### config.mk
export PLATFORM = sky130hd
export DESIGN_NAME = rv32_multicycle_controller_flat
export DESIGN_NICKNAME = d
export VERILOG_FILES = /design/src/rtl/rv_ctrl_pkg.sv /design/src/rtl/rv32_multicycle_controller_if.sv /design/src/rtl/rv_alu_decoder.sv /design/src/rtl/rv32_multicycle_controller.sv /design/src/flat_wrapper.sv
export SDC_FILE = /design/constraint.sdc
export NUM_CORES = 1
export LEC_CHECK = 0
export BUFFER_PORTS_ARGS = -buffer_cell sky130_fd_sc_hd__buf_2
export CORE_MARGIN = 1
export CORE_UTILIZATION = 46
export DETAILED_ROUTE_END_ITERATION = 6
export PLACE_DENSITY = 0.88
export SYNTH_ARGS = -nofsm -noshare
export SYNTH_HDL_FRONTEND = slang
export SYNTH_SLANG_ARGS = --single-unit
### constraint.sdc
create_clock -name clk -period 3.9 [get_ports clk]
set_input_delay 0.78 -clock clk [delete_from_list [all_inputs] [get_ports clk]]
set_output_delay 0.78 -clock clk [all_outputs]
set_load 0.05 [all_outputs]
### src/rtl/rv_ctrl_pkg.sv
// Shared encodings for the multi-cycle RV32 controller: opcodes, ALU codes,
// datapath mux selects, immediate formats and the FSM state type.
package rv_ctrl_pkg;

    localparam logic [6:0] OpR      = 7'b0110011;
    localparam logic [6:0] OpI      = 7'b0010011;
    localparam logic [6:0] OpLoad   = 7'b0000011;
    localparam logic [6:0] OpStore  = 7'b0100011;
    localparam logic [6:0] OpBranch = 7'b1100011;
    localparam logic [6:0] OpJal    = 7'b1101111;
    localparam logic [6:0] OpJalr   = 7'b1100111;
    localparam logic [6:0] OpLui    = 7'b0110111;

    localparam logic [2:0] AluAnd = 3'd0;
    localparam logic [2:0] AluOr  = 3'd1;
    localparam logic [2:0] AluAdd = 3'd3;
    localparam logic [2:0] AluXor = 3'd4;
    localparam logic [2:0] AluSub = 3'd6;
    localparam logic [2:0] AluSlt = 3'd7;

    localparam logic [1:0] SrcAPc    = 2'b00;
    localparam logic [1:0] SrcAOldPc = 2'b01;
    localparam logic [1:0] SrcARs1   = 2'b10;
    localparam logic [1:0] SrcAZero  = 2'b11;

    localparam logic [1:0] SrcBRs2  = 2'b00;
    localparam logic [1:0] SrcBImm  = 2'b01;
    localparam logic [1:0] SrcBFour = 2'b10;

    localparam logic [1:0] ResAluOut = 2'b00;
    localparam logic [1:0] ResRdata  = 2'b01;
    localparam logic [1:0] ResAlu    = 2'b10;

    localparam logic [2:0] ImmI = 3'b000;
    localparam logic [2:0] ImmS = 3'b001;
    localparam logic [2:0] ImmB = 3'b010;
    localparam logic [2:0] ImmJ = 3'b011;
    localparam logic [2:0] ImmU = 3'b100;

    typedef enum logic [3:0] {
        StFetch    = 4'd0,
        StDecode   = 4'd1,
        StExecR    = 4'd2,
        StExecI    = 4'd3,
        StAluWb    = 4'd4,
        StMemAdr   = 4'd5,
        StMemRead  = 4'd6,
        StMemWb    = 4'd7,
        StMemWrite = 4'd8,
        StBranch   = 4'd9,
        StJalrAdr  = 4'd10,
        StJal      = 4'd11,
        StLui      = 4'd12,
        StIllegal  = 4'd13,
        StTrap     = 4'd14
    } state_e;

endpackage

### src/rtl/rv32_multicycle_controller_if.sv
// Controller <-> datapath bundle: IR/flags/ready in, all control strobes out.
interface rv32_multicycle_controller_if #(
    parameter int unsigned ALUCW = 3
) ();
    logic [31:0]      instr;
    logic             zero;
    logic             lt;
    logic             mem_ready;
    logic             mem_req;
    logic             adr_src;
    logic             mem_write;
    logic             ir_write;
    logic             pc_write;
    logic             reg_write;
    logic [1:0]       alu_src_a;
    logic [1:0]       alu_src_b;
    logic [1:0]       res_src;
    logic [2:0]       imm_src;
    logic [ALUCW-1:0] alu_control;
    logic             illegal;
    logic [3:0]       state_o;

    modport master (
        input  instr, zero, lt, mem_ready,
        output mem_req, adr_src, mem_write, ir_write, pc_write, reg_write,
               alu_src_a, alu_src_b, res_src, imm_src, alu_control, illegal, state_o
    );

    modport slave (
        output instr, zero, lt, mem_ready,
        input  mem_req, adr_src, mem_write, ir_write, pc_write, reg_write,
               alu_src_a, alu_src_b, res_src, imm_src, alu_control, illegal, state_o
    );
endinterface

### src/rtl/rv_alu_decoder.sv
// Maps funct3/funct7[5] to an ALU operation; flags combinations outside the
// supported add/sub/and/or/xor/slt set.
module rv_alu_decoder
    import rv_ctrl_pkg::*;
(
    input  logic [2:0] funct3_i,
    input  logic       funct7b5_i,
    input  logic       op_is_r_i,
    output logic [2:0] alu_code_o,
    output logic       illegal_o
);
    logic sub_sel;

    assign sub_sel = op_is_r_i & funct7b5_i;

    always_comb begin
        alu_code_o = AluAnd;
        illegal_o  = 1'b0;
        case (funct3_i)
            3'b000:  alu_code_o = sub_sel ? AluSub : AluAdd;
            3'b010:  alu_code_o = AluSlt;
            3'b100:  alu_code_o = AluXor;
            3'b110:  alu_code_o = AluOr;
            3'b111:  alu_code_o = AluAnd;
            default: illegal_o  = 1'b1;
        endcase
        // funct7[5] only selects sub; on any other R-type op it is unsupported
        if (sub_sel && funct3_i != 3'b000) begin
            alu_code_o = AluAnd;
            illegal_o  = 1'b1;
        end
    end
endmodule

### src/rtl/rv32_multicycle_controller.sv
// Multi-cycle RV32 control FSM: sequences fetch/decode/execute/memory/writeback
// and drives every datapath mux select, write enable and ALU control.
module rv32_multicycle_controller
    import rv_ctrl_pkg::*;
#(
    parameter bit          MEM_WAIT        = 1'b1,
    parameter bit          TRAP_ON_ILLEGAL = 1'b1,
    parameter int unsigned ALUCW           = 3
) (
    input  logic clk,
    input  logic rst_n,
    rv32_multicycle_controller_if.master bus
);
    state_e     state_q, state_d, bad_st;
    logic [6:0] opcode;
    logic [2:0] funct3;
    logic       ready, taken, br_ok;
    logic [2:0] dec_code;
    logic       dec_illegal;
    logic       mem_req, adr_src, mem_write, ir_write, pc_write, reg_write, illegal;
    logic [1:0] alu_src_a, alu_src_b, res_src;
    logic [2:0] imm_src, alu_code;
    logic       unused_instr;

    assign opcode       = bus.instr[6:0];
    assign funct3       = bus.instr[14:12];
    assign unused_instr = ^{bus.instr[31], bus.instr[29:15], bus.instr[11:7]};
    assign ready        = MEM_WAIT ? bus.mem_ready : 1'b1;
    assign bad_st       = TRAP_ON_ILLEGAL ? StTrap : StIllegal;

    rv_alu_decoder u_alu_dec (
        .funct3_i   (funct3),
        .funct7b5_i (bus.instr[30]),
        .op_is_r_i  (opcode == OpR),
        .alu_code_o (dec_code),
        .illegal_o  (dec_illegal)
    );

    always_comb begin
        taken = 1'b0;
        br_ok = 1'b1;
        case (funct3)
            3'b000:  taken = bus.zero;
            3'b001:  taken = ~bus.zero;
            3'b100:  taken = bus.lt;
            3'b101:  taken = ~bus.lt;
            default: br_ok = 1'b0;
        endcase
    end

    always_ff @(posedge clk or negedge rst_n) begin
        if (!rst_n) state_q <= StFetch;
        else        state_q <= state_d;
    end

    always_comb begin
        state_d   = state_q;
        mem_req   = 1'b0;
        adr_src   = 1'b0;
        mem_write = 1'b0;
        ir_write  = 1'b0;
        pc_write  = 1'b0;
        reg_write = 1'b0;
        illegal   = 1'b0;
        alu_src_a = SrcAPc;
        alu_src_b = SrcBRs2;
        res_src   = ResAluOut;
        imm_src   = ImmI;
        alu_code  = AluAnd;
        unique case (state_q)
            StFetch: begin
                mem_req   = 1'b1;
                alu_src_b = SrcBFour;
                alu_code  = AluAdd;
                res_src   = ResAlu;
                ir_write  = ready;
                pc_write  = ready;
                if (ready) state_d = StDecode;
            end
            StDecode: begin
                // Branch/jump target is precomputed into ALUOut here
                alu_src_a = SrcAOldPc;
                alu_src_b = SrcBImm;
                alu_code  = AluAdd;
                imm_src   = (opcode == OpJal) ? ImmJ : ImmB;
                case (opcode)
                    OpR:             state_d = StExecR;
                    OpI:             state_d = StExecI;
                    OpLoad, OpStore: state_d = StMemAdr;
                    OpBranch:        state_d = StBranch;
                    OpJal:           state_d = StJal;
                    OpJalr:          state_d = StJalrAdr;
                    OpLui:           state_d = StLui;
                    default:         state_d = bad_st;
                endcase
            end
            StExecR, StExecI: begin
                alu_src_a = SrcARs1;
                alu_src_b = (state_q == StExecR) ? SrcBRs2 : SrcBImm;
                alu_code  = dec_code;
                state_d   = dec_illegal ? bad_st : StAluWb;
            end
            StAluWb: begin
                reg_write = 1'b1;
                state_d   = StFetch;
            end
            StMemAdr: begin
                alu_src_a = SrcARs1;
                alu_src_b = SrcBImm;
                alu_code  = AluAdd;
                imm_src   = (opcode == OpStore) ? ImmS : ImmI;
                if (funct3 != 3'b010)       state_d = bad_st;
                else if (opcode == OpStore) state_d = StMemWrite;
                else                        state_d = StMemRead;
            end
            StMemRead: begin
                mem_req = 1'b1;
                adr_src = 1'b1;
                if (ready) state_d = StMemWb;
            end
            StMemWb: begin
                res_src   = ResRdata;
                reg_write = 1'b1;
                state_d   = StFetch;
            end
            StMemWrite: begin
                mem_req   = 1'b1;
                adr_src   = 1'b1;
                mem_write = 1'b1;
                if (ready) state_d = StFetch;
            end
            StBranch: begin
                alu_src_a = SrcARs1;
                alu_code  = AluSub;
                pc_write  = taken & br_ok;
                state_d   = br_ok ? StFetch : bad_st;
            end
            StJalrAdr: begin
                alu_src_a = SrcARs1;
                alu_src_b = SrcBImm;
                alu_code  = AluAdd;
                state_d   = StJal;
            end
            StJal: begin
                // PC <- target held in ALUOut while ALU forms the link value
                alu_src_a = SrcAOldPc;
                alu_src_b = SrcBFour;
                alu_code  = AluAdd;
                pc_write  = 1'b1;
                state_d   = StAluWb;
            end
            StLui: begin
                alu_src_a = SrcAZero;
                alu_src_b = SrcBImm;
                imm_src   = ImmU;
                alu_code  = AluAdd;
                state_d   = StAluWb;
            end
            StIllegal: begin
                illegal = 1'b1;
                state_d = StFetch;
            end
            StTrap: begin
                illegal = 1'b1;
            end
            default: state_d = StFetch;
        endcase
    end

    // Outputs are forced low for as long as reset is held
    assign bus.mem_req     = rst_n & mem_req;
    assign bus.adr_src     = rst_n & adr_src;
    assign bus.mem_write   = rst_n & mem_write;
    assign bus.ir_write    = rst_n & ir_write;
    assign bus.pc_write    = rst_n & pc_write;
    assign bus.reg_write   = rst_n & reg_write;
    assign bus.illegal     = rst_n & illegal;
    assign bus.alu_src_a   = rst_n ? alu_src_a : 2'b00;
    assign bus.alu_src_b   = rst_n ? alu_src_b : 2'b00;
    assign bus.res_src     = rst_n ? res_src : 2'b00;
    assign bus.imm_src     = rst_n ? imm_src : 3'b000;
    assign bus.alu_control = rst_n ? ALUCW'(alu_code) : '0;
    assign bus.state_o     = rst_n ? state_q : 4'd0;
endmodule

### src/flat_wrapper.sv
// flat-port wrapper written by rule: the top's interface ports become plain ports
module rv32_multicycle_controller_flat import rv_ctrl_pkg::*;
#(
    parameter bit          MEM_WAIT        = 1'b1,
    parameter bit          TRAP_ON_ILLEGAL = 1'b1,
    parameter int unsigned ALUCW           = 3
)
  (clk, rst_n, bus_instr, bus_zero, bus_lt, bus_mem_ready, bus_mem_req, bus_adr_src, bus_mem_write, bus_ir_write, bus_pc_write, bus_reg_write, bus_alu_src_a, bus_alu_src_b, bus_res_src, bus_imm_src, bus_alu_control, bus_illegal, bus_state_o);
  rv32_multicycle_controller_if #(.ALUCW(ALUCW)) bus_i ();
  input  logic clk;
  input  logic rst_n;
  input wire logic [$bits(bus_i.instr)-1:0] bus_instr;
  input wire logic [$bits(bus_i.zero)-1:0] bus_zero;
  input wire logic [$bits(bus_i.lt)-1:0] bus_lt;
  input wire logic [$bits(bus_i.mem_ready)-1:0] bus_mem_ready;
  output wire logic [$bits(bus_i.mem_req)-1:0] bus_mem_req;
  output wire logic [$bits(bus_i.adr_src)-1:0] bus_adr_src;
  output wire logic [$bits(bus_i.mem_write)-1:0] bus_mem_write;
  output wire logic [$bits(bus_i.ir_write)-1:0] bus_ir_write;
  output wire logic [$bits(bus_i.pc_write)-1:0] bus_pc_write;
  output wire logic [$bits(bus_i.reg_write)-1:0] bus_reg_write;
  output wire logic [$bits(bus_i.alu_src_a)-1:0] bus_alu_src_a;
  output wire logic [$bits(bus_i.alu_src_b)-1:0] bus_alu_src_b;
  output wire logic [$bits(bus_i.res_src)-1:0] bus_res_src;
  output wire logic [$bits(bus_i.imm_src)-1:0] bus_imm_src;
  output wire logic [$bits(bus_i.alu_control)-1:0] bus_alu_control;
  output wire logic [$bits(bus_i.illegal)-1:0] bus_illegal;
  output wire logic [$bits(bus_i.state_o)-1:0] bus_state_o;
  assign bus_i.instr = bus_instr;
  assign bus_i.zero = bus_zero;
  assign bus_i.lt = bus_lt;
  assign bus_i.mem_ready = bus_mem_ready;
  assign bus_mem_req = bus_i.mem_req;
  assign bus_adr_src = bus_i.adr_src;
  assign bus_mem_write = bus_i.mem_write;
  assign bus_ir_write = bus_i.ir_write;
  assign bus_pc_write = bus_i.pc_write;
  assign bus_reg_write = bus_i.reg_write;
  assign bus_alu_src_a = bus_i.alu_src_a;
  assign bus_alu_src_b = bus_i.alu_src_b;
  assign bus_res_src = bus_i.res_src;
  assign bus_imm_src = bus_i.imm_src;
  assign bus_alu_control = bus_i.alu_control;
  assign bus_illegal = bus_i.illegal;
  assign bus_state_o = bus_i.state_o;
  rv32_multicycle_controller #(.MEM_WAIT(MEM_WAIT), .TRAP_ON_ILLEGAL(TRAP_ON_ILLEGAL), .ALUCW(ALUCW)) u_core (.clk(clk), .rst_n(rst_n), .bus(bus_i));
endmodule
==> results of run 1 <==
## metal layers
| metal | vias up | global-route usage |
|---|---|---|
| li1 | 584 | - |
| met1 | 560 | 0.3495 |
| met2 | 60 | 0.4247 |
| met3 | 0 | 0.02308 |
| met4 | 0 | 0.08571 |
| met5 | - | 0 |
## cells in the mapped netlist, types with 3 or more instances
library cell   n
or2_2          3
inv_1          4
nor2b_1        5
dfrtp_1        4
buf_2          8
nor3b_1        3
and3_1         5
nand3b_1       5
nand2_1       15
a21oi_1        7
and2_1         9
nand2b_1       7
a31oi_1        3
nor2_1        13
o21ai_0        7
a32oi_1        3
## power by group through the flow
stage	clock network [W]	registers, W	logic, W
after detailed placement	0	0.000143	0.000593
after CTS	0.0000522	0.000142	0.000595
after global routing	0.0000543	0.000153	0.000646
final	0.0000487	0.000147	0.000602
after global placement	0	0.000140	0.000581
after floorplan	0	0.0000729	0.000546
## through the flow
stage	util	setup WS, ns
floorplan	-	0.7820
finish	0.5812	0.9429
CTS	0.5812	0.9619
global placement	0.5696	1.004
global route	0.5812	0.7846
detailed placement	0.5696	1.028
## how the worst min path moves through the flow
stage	start	end	slack [ns]	cells past startpoint
final	rst_n	u_core.state_q[0]	0.44	1
after global routing	rst_n	u_core.state_q[0]	0.45	1
after CTS	rst_n	u_core.state_q[0]	0.44	1
after detailed placement	rst_n	u_core.state_q[0]	0.69	1
after global placement	rst_n	u_core.state_q[3]	0.68	1
after floorplan	rst_n	u_core.state_q[0]	0.48	0
## layout make-up
type | count | area [µm²] | area share
sequential | 4 | 100.1 | 0.08869
multi-input combinational | 124 | 767.0 | 0.6796
clock buffer | 3 | 22.52 | 0.01996
inverter | 4 | 15.01 | 0.01330
tap | 27 | 33.78 | 0.02993
timing repair buffer | 38 | 190.2 | 0.1685
## cell families after synthesis
group,count (synthesis),share of synthesized area
xor gates and xnor gates,3,0.02771
buffers and inverters,16,0.08575
and+or+nand+nor,82,0.4921
AOI/OAI and AO/OA,38,0.2784
muxes,1,0.01055
DFF,4,0.1055
## critical path, cell delays in order (launching register included)
cell	delay, ns
dfrtp_1	0.61
nor2_1	0.34
nand2_1	0.11
a2111oi_0	0.47
o21a_1	0.16
buf_2	0.25
==> run_results.csv, run 1 <==
group,metric,value,unit
sta,drv_slew,0,
pwr,internal_power,0.0002812,W
cells_and_area,top_register,"u_core.state_q",
setup_path,cp_max_fo,23,
routing,routed_wl,2746,µm
setup_path,ff2ff_setup_slack,2.19,ns
sta,hold_violations,0,
routing,drc,0,
synth,synthCells,144,
setup_path,cp-end-kind,"output port",
global_routing,grt_pass1_wl,4119,µm
clocking,h-tree-depth,1,
cells_and_area,layoutNonFillerInstCount,200,
pwr,p_sw_frac,0.6476,
global_routing,groute.usage.overall,0.2571,
synth,yosysTopAreaCellShare,0.1055,
clocking,postCtsSetupRepairBufs,0,
global_routing,grt_max_degree,24,
clocking,cts_buffers,3,
cells_and_area,layout_commonest_cell,"buf_2",
clocking,cts_root_buf,"clkbuf_4",
synth,syn_avg_cell_area,6.586,µm²
setup_path,worstPathRequired,3.12,ns
routing,wl_met2,1391,µm
setup_path,reg2reg_depth,4,
routing,wl_met1,1153,µm
floorplanning,die_x,47.41,µm
sta,final.setup_skew,0.001854,ns
floorplanning,die_h,47.41,µm
sta,tns,0,ns
pwr,ir_drop,0.0005107,V
clocking,clkTransAtPathRegs,0.04,ns
synth,synthTopCellsByArea,"dfrtp_1, and2_1, nand2_1, nor2_1, nand2b_1",
synth,yosysTopAreaCell,"dfrtp_1",
synth,synth_edf_count,0,
clocking,clock_latency,0.23,ns
cells_and_area,final_cell_mix,"buf_2, nand2_1, nor2_1",
clocking,hold_buffers,0,
floorplanning,fp.coreArea,1942,µm²
setup_path,start_kind,"flip-flop",
pwr,clkPwrFrac,0.061,
cells_and_area,final_cell_area,1129,µm²
sta,rsz0062_at_grt,"no",
clocking,cts_buffer_depth,2,
setup_path,path_class,"flip-flop to output port",
routing,num_vias,1204,
pwr,power_density,706.9,nW/µm²
floorplanning,dieArea,2247,µm²
setup_path,r2r-end,"u_core.state_q[1]",
global_routing,antenna_found_initial,0,
setup_path,reg2reg_from,"u_core.state_q[3]",
routing,vias_per_cell,6.020,
floorplanning,ioPinCount,60,
clocking,cts_tree,"done",
sta,fmax,338.2,MHz
sta,worst_hold_slack,0.4417,ns
clocking,ctsResizeCount,0,
global_routing,grt_pass1_vias,963,
synth,syn-num-nets,181,
floorplanning,initial_core_util,0.4884,
setup_path,cp-endpoint,"bus_alu_control[0]",
sta,tightest_slew,0.6451,ns
cells_and_area,syn2layout_area_growth,19.00,%
place,dpl_cell_area,1106,µm²
cells_and_area,nNetsFinal,212,
cells_and_area,reg_top3,"u_core.state_q x4",
place,dpl.hpwl,2042,µm
synth,synth_seq_cells,4,
setup_path,critPathArrivalTime,2.18,ns
cells_and_area,fillers,201,
routing,met3_length,201,µm
synth,seq_area_frac_synth,0.1055,
synth,synth-async-reset-ratio,1.000,
pwr,switching_power,0.0005166,W
place,portBuffers,38,
sta,fin_crit_sh,0.7582,
global_routing,overflow,0,
hold_path,hp-class,"input port to async pin",
place,place.gp.congestion,0.9421,
outcome,status,"finished, final reports clean",
pwr,power.static_leakage,0.5114,nW
sta,finalSetupViolCount,0,
run,cap_viol_max_count,0,
cells_and_area,antenna_cells,0,
floorplanning,rows,16,
synth,synth.distinct_cells,50,
sta,period_minus_slack,2.957,ns
pwr,totalPowerFinal,0.0007978,W
cells_and_area,drive_above_1_share,0.2775,
clocking,clock_sinks,4,
pwr,combPwrFrac,0.755,
cells_and_area,largest_reg_flops,4,
pwr,seqPwrFrac,0.184,
routing,dr.pass1.iters,4,
routing,postRouteAntennaNets,0,
routing,wl_per_cell,13.73,µm
synth,synth_area,948.4,µm²
setup_path,crit_start,"u_core.state_q[3]",
place,placedCellCount,197,
synth,ys.flop_type,"dfrtp_1",
synth,synth_warnings,0,
routing,drt_iter0_markers,75,
sta,maxSlewHeadroom,0.5699,
routing,topRoutingLayerUsed,"met3",
No activity file was read; power rests on OpenSTA's default activity.
==> run 2, diff against run 1 <==
Settings changed: ABC_AREA set to 1, CORE_UTILIZATION 46 to 42, PLACE_DENSITY 0.88 to 0.82.
Clock period 3.9 ns to 3.1 ns, I/O delays scaled along.
==> run_results.csv, run 2 <==
group,metric,value,unit
cells_and_area,reg_top3,"u_core.state_q x4",
synth,synthTopCellsByArea,"nand2_1, nor2_1, dfrtp_1, inv_1, nand3_1",
sta,fmax,402.1,MHz
synth,synth_edf_count,0,
sta,period_minus_slack,2.487,ns
setup_path,critPathArrivalTime,1.87,ns
routing,wl_per_cell,9.686,µm
setup_path,reg2reg_from,"u_core.state_q[0]",
pwr,ir_drop,0.0004051,V
sta,tns,0,ns
clocking,clock_latency,0.24,ns
cells_and_area,final_cell_mix,"nand2_1, buf_2, nor2_1",
synth,ys.flop_type,"dfrtp_1",
synth,synth_area,897.1,µm²
sta,finalSetupViolCount,0,
clocking,cts_tree,"done",
clocking,clkTransAtPathRegs,0.04,ns
setup_path,cp.depth,9,
routing,dr.pass1.iters,4,
synth,yosysTopAreaCellShare,0.2092,
sta,tightest_slew,0.4148,ns
sta,fin_ws,0.6131,ns
synth,syn_avg_cell_area,5.068,µm²
clocking,cts_buffers,3,
sta,rsz0062_at_grt,"no",
global_routing,groute.usage.overall,0.2177,
global_routing,overflow,0,
synth,seq_area_frac_synth,0.1116,
routing,drt_iter0_markers,21,
floorplanning,initial_core_util,0.4527,
floorplanning,rows,16,
cells_and_area,layoutNonFillerInstCount,242,
synth,synth_seq_cells,4,
cells_and_area,final_util,0.5726,
cells_and_area,largest_reg_flops,4,
synth,synthCells,177,
floorplanning,dieArea,2325,µm²
sta,drv_slew,0,
cells_and_area,top_register,"u_core.state_q",
global_routing,grt_pass1_wl,3684,µm
place,place_ws,0.6308,ns
synth,synth-async-reset-ratio,1.000,
floorplanning,ioPinCount,60,
setup_path,cp-endpoint,"bus_alu_control[2]",
setup_path,timing.critical_path.buf_inv,3,
cells_and_area,antenna_cells,0,
sta,hold_violations,0,
synth,syn-num-nets,214,
floorplanning,die_h,48.22,µm
floorplanning,fp.coreArea,1982,µm²
setup_path,max_stage_delay,0.28,ns
hold_path,hp-class,"input port to async pin",
cells_and_area,layout_commonest_cell,"nand2_1",
clocking,clock_sinks,4,
pwr,power.static_leakage,0.6849,nW
run,cap_viol_max_count,0,
place,portBuffers,38,
sta,worst_hold_slack,0.2349,ns
place,dpl.hpwl,1937,µm
setup_path,cp_max_fo,4,
routing,postRouteAntennaNets,0,
setup_path,reg2reg_depth,9,
cells_and_area,nNetsFinal,254,
sta,final.setup_skew,0.001066,ns
synth,yosysMostFrequentCell,"nand2_1",
clocking,cts_buffer_depth,2,
place,placedCellCount,239,
synth,yosysTopAreaCell,"nand2_1",
setup_path,worstPathRequired,2.48,ns
setup_path,critical-path-top-delay-family,"buffers and inverters",
routing,drc,0,
routing,num_vias,1193,
floorplanning,die_x,48.22,µm
synth,synth.distinct_cells,28,
cells_and_area,syn2layout_area_growth,26.50,%
cells_and_area,drive_above_1_share,0.2977,
setup_path,crit_start,"bus_instr[6]",
sta,maxSlewHeadroom,0.7232,
clocking,postCtsSetupRepairBufs,0,
setup_path,start_kind,"input port",
setup_path,cp_slowest_cell,"buf_2",
synth,synth_warnings,0,
outcome,status,"finished, final reports clean",
place,place.gp.congestion,0.9381,
routing,routed_wl,2344,µm
setup_path,r2r-end,"u_core.state_q[2]",
routing,vias_per_cell,4.930,
global_routing,antenna_found_initial,0,
setup_path,path_cells,"buf_2 > inv_1 > nand3_1 > nor2_1 > nand2_1 > o21ai_1 > o21ai_1 > a21oi_1 > buf_2",
clocking,cts_root_buf,"clkbuf_4",
synth,synthTopCellsByCount,"nand2_1, nor2_1, inv_1",
clocking,ctsResizeCount,0,
sta,fin_crit_sh,0.8022,
setup_path,cp-end-kind,"output port",
setup_path,path_class,"input port to output port",
pwr,power_density,847.7,nW/µm²
clocking,hold_buffers,0,
global_routing,grt_max_degree,14,
global_routing,grt_pass1_vias,943,
setup_path,ff2ff_setup_slack,1.65,ns
clocking,h-tree-depth,1,
-- run 2: changes by cell type after synthesis, moves of 7 or more --
| cell | delta |
|---|---|
| and2_1 | -9 |
| buf_2 | -8 |
| inv_1 | +21 |
| inv_2 | +11 |
| nand2_1 | +35 |
| nand2b_1 | -7 |
| nand3_1 | +11 |
| nor2_1 | +16 |
-- run 2: how the worst min path moves through the flow --
| stage | start | end | slack (ns) |
|---|---|---|---|
| 6_report | rst_n | u_core.state_q[0] | 0.23 |
| 3_3_place_gp | rst_n | u_core.state_q[1] | 0.49 |
| 5_1_grt | rst_n | u_core.state_q[1] | 0.24 |
| 2_1_floorplan | rst_n | u_core.state_q[0] | 0.32 |
| 4_1_cts | rst_n | u_core.state_q[0] | 0.24 |
| 3_5_place_dp | rst_n | u_core.state_q[1] | 0.48 |
-- run 2: final cells by class --
| type | instances | area, µm² |
|---|---|---|
| repair buffers | 38 | 190.2 |
| fillers | 217 | 847.1 |
| clock buffers | 3 | 22.52 |
| inverters | 36 | 135.1 |
| flip-flops and latches | 4 | 100.1 |
| well taps | 27 | 33.78 |
| multi-input cells | 134 | 653.1 |
-- run 2: logic make-up after synthesis --
group	synth area share
simple gates	0.5272
buf+inv	0.1674
compound gates	0.1939
flops	0.1116
-- run 2: metal layers --
layer / vias up / routed length, µm / track usage
li1: 635 / - / -
met4: 0 / 10 / 0.05556
met1: 515 / 1114 / 0.2873
met3: 2 / 113 / 0.01481
met2: 41 / 1105 / 0.3813
met5: - / 0 / 0
-- run 2: per-stage QoR --
stage / power [W] / instance area (µm²)
2_1_floorplan: 0.0007472 / 903.4
3_3_place_gp: 0.0008893 / 1112
3_5_place_dp: 0.0008919 / 1112
4_1_cts: 0.0009598 / 1135
5_1_grt: 0.001051 / 1135
6_report: 0.0009620 / 1135
-- run 2: report_power, final --
part / total, W / internal, W / switching [W] / leakage, nW
registers: 0.000127 / 0.0000760 / 0.0000514 / 0.0512
logic: 0.000770 / 0.000198 / 0.000572 / 0.620
clock network: 0.0000642 / 0.0000433 / 0.0000209 / 0.0138
==> run 3, diff against run 2 <==
Settings changed: ABC_AREA 1 to 0, CORE_UTILIZATION 42 to 43, PLACE_DENSITY 0.82 to 0.83.
Clock period 3.1 ns to 2.5 ns, I/O delays scaled along.
==> run_results.csv, run 3 (synthesis gave the netlist of run 1 again) <==
group,metric,value,unit
outcome,status,"finished, final reports clean",
run,cap_viol_max_count,0,
place,dpl_cell_area,1166,µm²
routing,drt_iter0_markers,35,
cells_and_area,fillers,208,
routing,postRouteAntennaNets,0,
routing,num_vias,1197,
cells_and_area,drive_above_1_share,0.3444,
pwr,internal_power,0.0005072,W
place,portBuffers,38,
floorplanning,dieArea,2398,µm²
floorplanning,ioPinCount,60,
clocking,clkTransAtPathRegs,0.04,ns
cells_and_area,syn2layout_area_growth,26.91,%
sta,maxSlewHeadroom,0.7586,
sta,period_minus_slack,2.400,ns
floorplanning,die_x,48.97,µm
clocking,h-tree-depth,1,
setup_path,critical-path-top-delay-family,"simple AND/OR/NAND/NOR gates",
sta,tightest_slew,0.3611,ns
sta,hold_violations,0,
pwr,combPwrFrac,0.807,
clocking,cts_tree,"done",
cells_and_area,largest_reg_flops,4,
pwr,p_sw_frac,0.6159,
sta,rsz0062_at_grt,"no",
clocking,hold_buffers,0,
routing,drc,0,
hold_path,hp-class,"input port to async pin",
clocking,clock_latency,0.23,ns
routing,vias_per_cell,5.783,
setup_path,cp-end-kind,"output port",
cells_and_area,antenna_cells,0,
setup_path,critPathArrivalTime,1.90,ns
setup_path,worst_path_most_repeated_cell,"or2_2",
global_routing,grt_max_degree,22,
floorplanning,fp.coreArea,2022,µm²
routing,routed_wl,2608,µm
cells_and_area,final_cell_area,1204,µm²
cells_and_area,final_cell_mix,"buf_2, nand2_1, nor2_1",
global_routing,antenna_found_initial,0,
setup_path,timing.critical_path.buf_inv,2,
setup_path,path_class,"flip-flop to output port",
global_routing,grt_pass1_wl,4450,µm
floorplanning,die_h,48.97,µm
setup_path,worstPathRequired,2.00,ns
pwr,seqPwrFrac,0.136,
sta,tns,0,ns
global_routing,grt_pass1_vias,1063,
floorplanning,initial_core_util,0.4691,
routing,dr.pass1.iters,4,
clocking,cts_root_buf,"clkbuf_4",
pwr,power.static_leakage,0.5452,nW
clocking,cts_buffer_depth,2,
setup_path,path_cells,"buf_4 > or2_2 > or2_2 > a21oi_1 > clkbuf_4",
setup_path,cp_max_fo,13,
pwr,ir_drop,0.0004926,V
cells_and_area,nNetsFinal,219,
sta,fmax,416.7,MHz
clocking,cts_buffers,3,
pwr,power_density,1097,nW/µm²
routing,wl_per_cell,12.60,µm
floorplanning,rows,16,
global_routing,overflow,0,
sta,finalSetupViolCount,0,
sta,final.setup_skew,0.004120,ns
global_routing,groute.usage.overall,0.2247,
cells_and_area,reg_top3,"u_core.state_q x4",
sta,fin_crit_sh,0.9599,
clocking,clock_sinks,4,
setup_path,max_stage_delay,0.49,ns
cells_and_area,top_register,"u_core.state_q",
sta,drv_slew,0,
place,dpl.hpwl,2052,µm
cells_and_area,layout_commonest_cell,"buf_2",
setup_path,start_kind,"flip-flop",
setup_path,cp_slowest_cell,"dfrtp_2",
place,place.gp.congestion,0.8252,
pwr,switching_power,0.0008134,W
pwr,clkPwrFrac,0.057,
[run 3: cell types whose count changed in the layout (fill, tap and decap cells not counted), sizes merged, moves of 5 or more]
| cell | before | now |
|---|---|---|
| nand2 | 52 | 15 |
| inv | 36 | 4 |
| nor2 | 34 | 13 |
| nand3 | 14 | 2 |
| and2 | 0 | 9 |
| nand2b | 0 | 7 |
| and3 | 0 | 6 |
| buf | 38 | 44 |
| nand3b | 0 | 5 |
| nor2b | 0 | 5 |
[run 3: final cells by class]
class / instances / area, µm² / share of cell area
timing repair buffer: 45 / 245.2 / 0.2037
inverter: 4 / 15.01 / 0.01247
sequential: 4 / 103.9 / 0.08628
tap: 27 / 33.78 / 0.02807
clock buffer: 3 / 22.52 / 0.01871
multi-input combinational: 124 / 783.3 / 0.6507
[run 3: routing by layer]
layer	part of all wire	up-vias	GRT usage
met3	0.074	0	0.01558
met4	0	0	0.05392
li1	-	601	-
met1	0.43	538	0.2914
met5	0	-	0
met2	0.49	58	0.4005
[run 3: what timing repair did]
action                                 CTS  global route
setup buffers                            0             0
endpoints found under the hold margin    0             0
resized for setup                        0             7
setup endpoints to repair                0             5
[run 3: per-stage QoR]
step / instances / setup WS [ns] / utilization / total power [W] / hold slack [ns]
global placement: 204 / 0.1413 / 0.5767 / 0.001195 / 0.3952
global route: 207 / 0.01084 / 0.5953 / 0.001414 / 0.1775
CTS: 207 / 0.004790 / 0.5879 / 0.001300 / 0.1561
floorplan: 144 / 0.02486 / - / 0.0009669 / 0.2044
detailed placement: 204 / 0.1528 / 0.5767 / 0.001217 / 0.4067
finish: 207 / 0.1002 / 0.5953 / 0.001321 / 0.1626
[run 3: worst paths after layout]
check / start / slack (ns) / end / depth (start not counted)
max in group asynchronous: rst_n / 2.08 / u_core.state_q[1] / 1
worst min register to register: u_core.state_q[0] / 0.65 / u_core.state_q[0] / 2
worst min-delay path: rst_n / 0.16 / u_core.state_q[0] / 1
min in group clk: u_core.state_q[0] / 0.65 / u_core.state_q[0] / 2
worst max register to register: u_core.state_q[1] / 1.04 / u_core.state_q[0] / 5
worst max-delay path: u_core.state_q[1] / 0.10 / bus_adr_src / 5
[run 3: power groups by stage]
stage / Combinational [W] / Clock [W] / Sequential, W
after detailed placement: 0.00105 / 0 / 0.000172
after floorplan: 0.000853 / 0 / 0.000114
after CTS: 0.00105 / 0.0000804 / 0.000172
after global routing: 0.00115 / 0.0000817 / 0.000187
after global placement: 0.00102 / 0 / 0.000170
final: 0.00107 / 0.0000758 / 0.000179
